===== config.mk =====
export PLATFORM = sky130hd
export DESIGN_NAME = dtl_gm_responder
export DESIGN_NICKNAME = d
export VERILOG_FILES = /design/src/rtl/dtl_gm_responder.sv
export SDC_FILE = /design/constraint.sdc
export NUM_CORES = 1
export LEC_CHECK = 0
export ABC_CLOCK_PERIOD_IN_PS = 3400
export BUFFER_PORTS_ARGS = -buffer_cell sky130_fd_sc_hd__buf_2
export CORE_MARGIN = 2
export CORE_UTILIZATION = 47
export CTS_CLUSTER_DIAMETER = 120
export DETAILED_ROUTE_END_ITERATION = 10
export GPL_ROUTABILITY_DRIVEN = 0
export PLACE_DENSITY_LB_ADDON = 0.05
export SYNTH_ARGS = -nofsm -noshare
export SYNTH_HDL_FRONTEND = slang
export SYNTH_SLANG_ARGS = --single-unit
export TNS_END_PERCENT = 30

===== constraint.sdc =====
create_clock -name iClk -period 3.4 [get_ports iClk]
set_input_delay 0.34 -clock iClk [delete_from_list [all_inputs] [get_ports iClk]]
set_output_delay 0.34 -clock iClk [all_outputs]
set_load 0.03 [all_outputs]

===== src/rtl/dtl_gm_responder.sv =====
// DTL slave terminating the core's global-memory master port onto a synchronous SRAM.
// Supports single/block reads and writes at one beat per cycle, with a 2-entry read FIFO for back-pressure.
module dtl_gm_responder #(
    parameter int INTERFACE_WIDTH       = 32,
    parameter int INTERFACE_ADDR_WIDTH  = 32,
    parameter int INTERFACE_BLOCK_WIDTH = 5,
    parameter int GM_MEM_ADDR_WIDTH     = 10
) (
    input  logic                               iClk,
    input  logic                               iReset,
    input  logic                               iDTL_DMEM_CommandValid,
    output logic                               oDTL_DMEM_CommandAccept,
    input  logic                               iDTL_DMEM_CommandReadWrite,
    input  logic [INTERFACE_ADDR_WIDTH-1:0]    iDTL_DMEM_Address,
    input  logic [INTERFACE_BLOCK_WIDTH-1:0]   iDTL_DMEM_BlockSize,
    input  logic                               iDTL_DMEM_WriteValid,
    output logic                               oDTL_DMEM_WriteAccept,
    input  logic [INTERFACE_WIDTH-1:0]         iDTL_DMEM_WriteData,
    input  logic [INTERFACE_WIDTH/8-1:0]       iDTL_DMEM_WriteEnable,
    input  logic                               iDTL_DMEM_WriteLast,
    output logic                               oDTL_DMEM_ReadValid,
    input  logic                               iDTL_DMEM_ReadAccept,
    output logic [INTERFACE_WIDTH-1:0]         oDTL_DMEM_ReadData,
    output logic                               oDTL_DMEM_ReadLast,
    output logic [GM_MEM_ADDR_WIDTH-1:0]       oMem_WriteAddress,
    output logic [INTERFACE_WIDTH/8-1:0]       oMem_WriteEnable,
    output logic [INTERFACE_WIDTH-1:0]         oMem_WriteData,
    output logic [GM_MEM_ADDR_WIDTH-1:0]       oMem_ReadAddress,
    output logic                               oMem_ReadEnable,
    input  logic [INTERFACE_WIDTH-1:0]         iMem_ReadData,
    output logic                               oError
);
    localparam int CNT_W = INTERFACE_BLOCK_WIDTH + 1;

    typedef enum logic [1:0] {IDLE = 2'd0, WRITE = 2'd1, READ = 2'd2} state_t;

    state_t                         state_q;
    logic [GM_MEM_ADDR_WIDTH-1:0]   addr_q;
    logic [CNT_W-1:0]               left_q;
    logic                           inflight_q;
    logic                           inflight_last_q;
    logic [INTERFACE_WIDTH-1:0]     fifo_data_q [2];
    logic [1:0]                     fifo_last_q;
    logic                           rd_ptr_q;
    logic                           wr_ptr_q;
    logic [1:0]                     fifo_cnt_q;
    logic                           error_q;

    logic       wr_beat;
    logic       wr_final;
    logic       rd_valid;
    logic       rd_pop;
    logic       rd_issue;
    logic [2:0] occupancy_d;
    logic       unused_addr;

    // Byte-offset and out-of-range address bits are intentionally dropped.
    assign unused_addr = ^iDTL_DMEM_Address;

    assign wr_beat     = !iReset && (state_q == WRITE) && iDTL_DMEM_WriteValid;
    assign wr_final    = (left_q == CNT_W'(1));
    assign rd_valid    = !iReset && (fifo_cnt_q != 2'd0);
    assign rd_pop      = rd_valid && iDTL_DMEM_ReadAccept;
    assign occupancy_d = {1'b0, fifo_cnt_q} + {2'b00, inflight_q} - {2'b00, rd_pop};
    assign rd_issue    = !iReset && (state_q == READ) && (left_q != '0) && (occupancy_d < 3'd2);

    assign oDTL_DMEM_CommandAccept = !iReset && (state_q == IDLE);
    assign oDTL_DMEM_WriteAccept   = !iReset && (state_q == WRITE);
    assign oMem_WriteEnable        = wr_beat ? iDTL_DMEM_WriteEnable : '0;
    assign oMem_WriteAddress       = wr_beat ? addr_q : '0;
    assign oMem_WriteData          = wr_beat ? iDTL_DMEM_WriteData : '0;
    assign oMem_ReadEnable         = rd_issue;
    assign oMem_ReadAddress        = rd_issue ? addr_q : '0;
    assign oDTL_DMEM_ReadValid     = rd_valid;
    assign oDTL_DMEM_ReadData      = rd_valid ? fifo_data_q[rd_ptr_q] : '0;
    assign oDTL_DMEM_ReadLast      = rd_valid && fifo_last_q[rd_ptr_q];
    assign oError                  = !iReset && error_q;

    always_ff @(posedge iClk) begin
        if (inflight_q) begin
            fifo_data_q[wr_ptr_q] <= iMem_ReadData;
        end
    end

    always_ff @(posedge iClk) begin
        if (iReset) begin
            state_q         <= IDLE;
            addr_q          <= '0;
            left_q          <= '0;
            inflight_q      <= 1'b0;
            inflight_last_q <= 1'b0;
            fifo_last_q     <= 2'b00;
            rd_ptr_q        <= 1'b0;
            wr_ptr_q        <= 1'b0;
            fifo_cnt_q      <= 2'd0;
            error_q         <= 1'b0;
        end else begin
            // SRAM data returns one cycle after issue; the last flag travels with it.
            inflight_q      <= rd_issue;
            inflight_last_q <= rd_issue && wr_final;
            if (inflight_q) begin
                fifo_last_q[wr_ptr_q] <= inflight_last_q;
                wr_ptr_q              <= !wr_ptr_q;
            end
            if (rd_pop) begin
                rd_ptr_q <= !rd_ptr_q;
            end
            fifo_cnt_q <= fifo_cnt_q + {1'b0, inflight_q} - {1'b0, rd_pop};

            case (state_q)
                IDLE: begin
                    if (iDTL_DMEM_CommandValid) begin
                        addr_q  <= iDTL_DMEM_Address[GM_MEM_ADDR_WIDTH+1:2];
                        left_q  <= {1'b0, iDTL_DMEM_BlockSize} + CNT_W'(1);
                        state_q <= iDTL_DMEM_CommandReadWrite ? WRITE : READ;
                    end
                end
                WRITE: begin
                    if (iDTL_DMEM_WriteValid) begin
                        addr_q <= addr_q + 1'b1;
                        left_q <= left_q - CNT_W'(1);
                        if (iDTL_DMEM_WriteLast != wr_final) begin
                            error_q <= 1'b1;
                        end
                        if (wr_final) begin
                            state_q <= IDLE;
                        end
                    end
                end
                READ: begin
                    if (rd_issue) begin
                        addr_q <= addr_q + 1'b1;
                        left_q <= left_q - CNT_W'(1);
                    end
                    if (rd_pop && fifo_last_q[rd_ptr_q]) begin
                        state_q <= IDLE;
                    end
                end
                default: state_q <= IDLE;
            endcase
        end
    end
endmodule


==> summary.txt <==
Drt
  – Routed length per instance: 15.33 um
  – Via density: 5.303
  – Met1 wire length: 4829 um
  – Iteration-0 DRC Markers: 208
  – DR WL met2: 5442 um
  – First drt pass iteration count: 4
  – Routed wl met3: 718 um
  – Max Used Layer: met4
  – DR DRC count: 0
  – Detail Route Antenna Nets: 0
  – DR vias: 3850
  – Final WL: 11130 um

Layout
  – Final Net Count: 712
  – Core Util, Final: 0.6045
  – N_diodes: 0
  – Layout cells sized above 1: 0.3744
  – Design area: 5799 um^2
  – Layout Cells excl Fill: 726
  – Area Overhead vs Synth: 26.78%

Global routing
  – Initial antenna violation count: 0
  – Total Routing Usage GR: 0.2000
  – Global route overflow: 0
  – Vias in the first global route: 3413
  – Largest net degree at the start of global routing: 36
  – First-pass GRT wire length: 16280 um

Die
  – I/O pin total: 206
  – Die height: 102.7 um
  – Starting Density: 0.4768
  – CORE AREA: 9594 um^2
  – Die ar.: 10540 um^2
  – FP Rows: 36
  – Horiz. Die Dim: 102.7 um

Clocking
  – TritonCTS Sinks: 92
  – # Post-CTS Setup Buffers: 0
  – Clock Latency Late Sink: 0.36 ns
  – Root Buffer: clkbuf_8
  – Worst-case clock buffer depth: 2
  – CTS Buf Count: 9
  – Reg clk slew, reported paths: 0.09 ns
  – Hold Buf Count CTS: 0
  – Htree depth: 3
  – CTS tree: built

Critical path
  – Worst EP arrival: 2.89 ns
  – Cell at the slowest stage of the critical path: a2111o_1
  – Kind of critical path: flip-flop to output pin
  – Worst reg2reg path depth: 12
  – Worst Path Buf+Inv: 4
  – RR Endpoint: addr_q[7]$_SDFFE_PP0P_
  – WP data required: 3.06 ns
  – CP Max Fanout: 11
  – Reg2reg setup slack: 0.51 ns
  – Reg-to-reg startpoint: fifo_cnt_q[1]$_SDFF_PP0_
  – Worst Setup End Kind: output pin
  – Critical path startpoint category: flip-flop
  – Top delay family on crit path: adder cells
  – CP peak stage delay: 0.46 ns
  – CP cell instances: o21bai_2 -> nor2_2 -> ha_1 -> inv_1 -> ha_1 -> inv_1 -> fa_1 -> xor2_1 -> a2111o_1 -> inv_4 -> and2_2 -> buf_2

Hold path
  – Min-delay src: iMem_ReadData[8]
  – Hold Path Depth: 1
  – Endpoint, Worst Hold: fifo_data_q[0][8]$_DFFE_PP_
  – Worst Hold Class: primary input to flip-flop

Yosys
  – Seq/Total Area, Yosys: 0.5427
  – Synth Cell Area: 4574 um^2
  – Top post-synthesis cells by area: edfxtp_1, dfxtp_1, mux2i_1
  – Post-synth top area share: 0.4201
  – Fraction of registers with async set/reset: 0
  – YS warnings: 0
  – Post-synth top flop: edfxtp_1
  – Netlist cell types: 49
  – #FFs+latches synth: 92
  – Average cell area after synthesis: 11.00 um^2
  – Syn Nets: 540
  – Syn Inst Count: 416
  – Cell taking the most area after synthesis: edfxtp_1
  – Post-synth EDFFs: 64

Timing
  – Setup-failing EPs final: 0
  – Period minus WS final: 3.233 ns
  – Slew Viols, Final: 0
  – Highest Clock Rate: 0.3093 GHz
  – Setup TNS Final: 0 ns
  – Clk_skew: 0.009465 ns
  – Actual slew at the worst max-slew pin: 1.024 ns
  – Final hold viol count: 0
  – Slew HR: 0.3171
  – Unrepaired setup endpoints after global routing: false
  – Final period utilization: 0.9508

Place
  – Hpwl dp: 7849 um
  – Post-DP Area: 5602 um^2
  – Total placed cells including tap cells: 710
  – Port Buffer Count: 183

Pwr
  – Leak: 0.002652 uW
  – Maximum vdd ir drop: 324.0 uV
  – Cell Pwr Density: 608.6 nW/um^2

Flow run
  – Max-Cap Viols: 0

Outcome
  – Status: completed
-- per-stage QoR --
stage,hold WS (ns),setup WS (ns),total power (uW)
CTS,0.1542,0.006004,3536
detailed placement,0.4749,0.1659,2816
global placement,0.4626,0.1942,2794
global route,0.1484,0.01735,3745
floorplan,0.4389,0.09633,2449
finish,0.1682,0.1673,3530
-- synthesized netlist by cell type, types with 2 or more instances --
master and count:
or3_1 5, nor2_1 47, o311ai_0 2, o31a_1 3
nor2b_1 2, nand3_2 2, nor4_1 2, o32ai_1 12
a221oi_1 10, o2111a_1 2, buf_2 3, dfxtp_1 28
nand2b_1 3, a211oi_1 2, clkbuf_1 24, nand2_1 25
and3_1 46, mux2i_1 36, and4_1 2, nand3_1 7
nor3_1 3, and2_1 10, o21ai_0 5, buf_1 2
a31oi_1 3, a21oi_1 11, edfxtp_1 64, xnor2_1 4
inv_1 18, ha_1 11, o221a_2 3, xor2_1 2
-- placed cells by master (no fill, tap or decap), types with 3 or more instances in the layout --
cell	instances
a221oi_1	10
o32ai_1	12
buf_2	183
mux2i_1	36
nand2_1	25
dfxtp_1	26
ha_1	11
nand3_1	7
and2_1	9
o21ai_0	5
or3_1	5
and3_1	46
o31a_1	3
nor2_1	45
buf_4	8
nor3_1	3
nand2b_1	3
edfxtp_1	64
xnor2_1	4
a31oi_1	3
clkbuf_8	9
o221a_2	3
inv_1	17
a21oi_1	11
-- power by group --
part	internal, uW	switching, uW	total, uW
Clock	344	378	722
Combinational	483	810	1290
Sequential	1350	164	1510
-- how the worst max path moves through the flow --
stage	cells past startpoint	end	from
6_report	12	oMem_ReadAddress[4]	fifo_cnt_q[1]$_SDFF_PP0_
5_1_grt	12	oMem_ReadAddress[1]	fifo_cnt_q[1]$_SDFF_PP0_
4_1_cts	12	oMem_ReadAddress[4]	fifo_cnt_q[1]$_SDFF_PP0_
3_5_place_dp	13	oMem_ReadAddress[4]	iReset
3_3_place_gp	13	oMem_ReadAddress[4]	iReset
2_1_floorplan	12	oMem_ReadAddress[0]	fifo_cnt_q[1]$_SDFF_PP0_
-- metal layers --
layer  global-route usage  vias to the layer above
met4              0.06051                        0
met3              0.04678                       13
met1               0.2602                     1815
met2               0.3338                      137
met5                    0                        -
li1                     -                     1885
-- registers in the layout (all words and copies together) (netlist names), named ones only --
signal	count
fifo_last_q	2
left_q	6
state_q	2
fifo_data_q	64
addr_q	10
inflight_q	1
inflight_last_q	1
fifo_cnt_q	2
error_q	1
rd_ptr_q	1
wr_ptr_q	1
-- repair_timing --
| action | in CTS | in global routing |
|---|---|---|
| gates resized for setup | 1 | 3 |
| pin swaps | 0 | 0 |
| setup endpoints to repair | 10 | 11 |
-- final cells by class --
class	instances	area (um^2)
repair buffers	191	975.9
inverters	18	70.07
flip-flops and latches	92	2485
multi-input cells	276	1911
clock buffers	11	131.4
well taps	133	166.4
fillers	813	3795
clock inverters	5	60.06
-- cells by family after synthesis --
family                     after synthesis  synth area share
buffers and inverters                   48           0.04185
xor gates and xnor gates                 6           0.01149
DFF                                     92            0.5427
adders and majority gates               12           0.03446
and+or+nand+nor                        160            0.1827
AOI/OAI and AO/OA                       62            0.1080
muxes                                   36           0.07878
No activity file was read; power rests on OpenSTA's default activity.
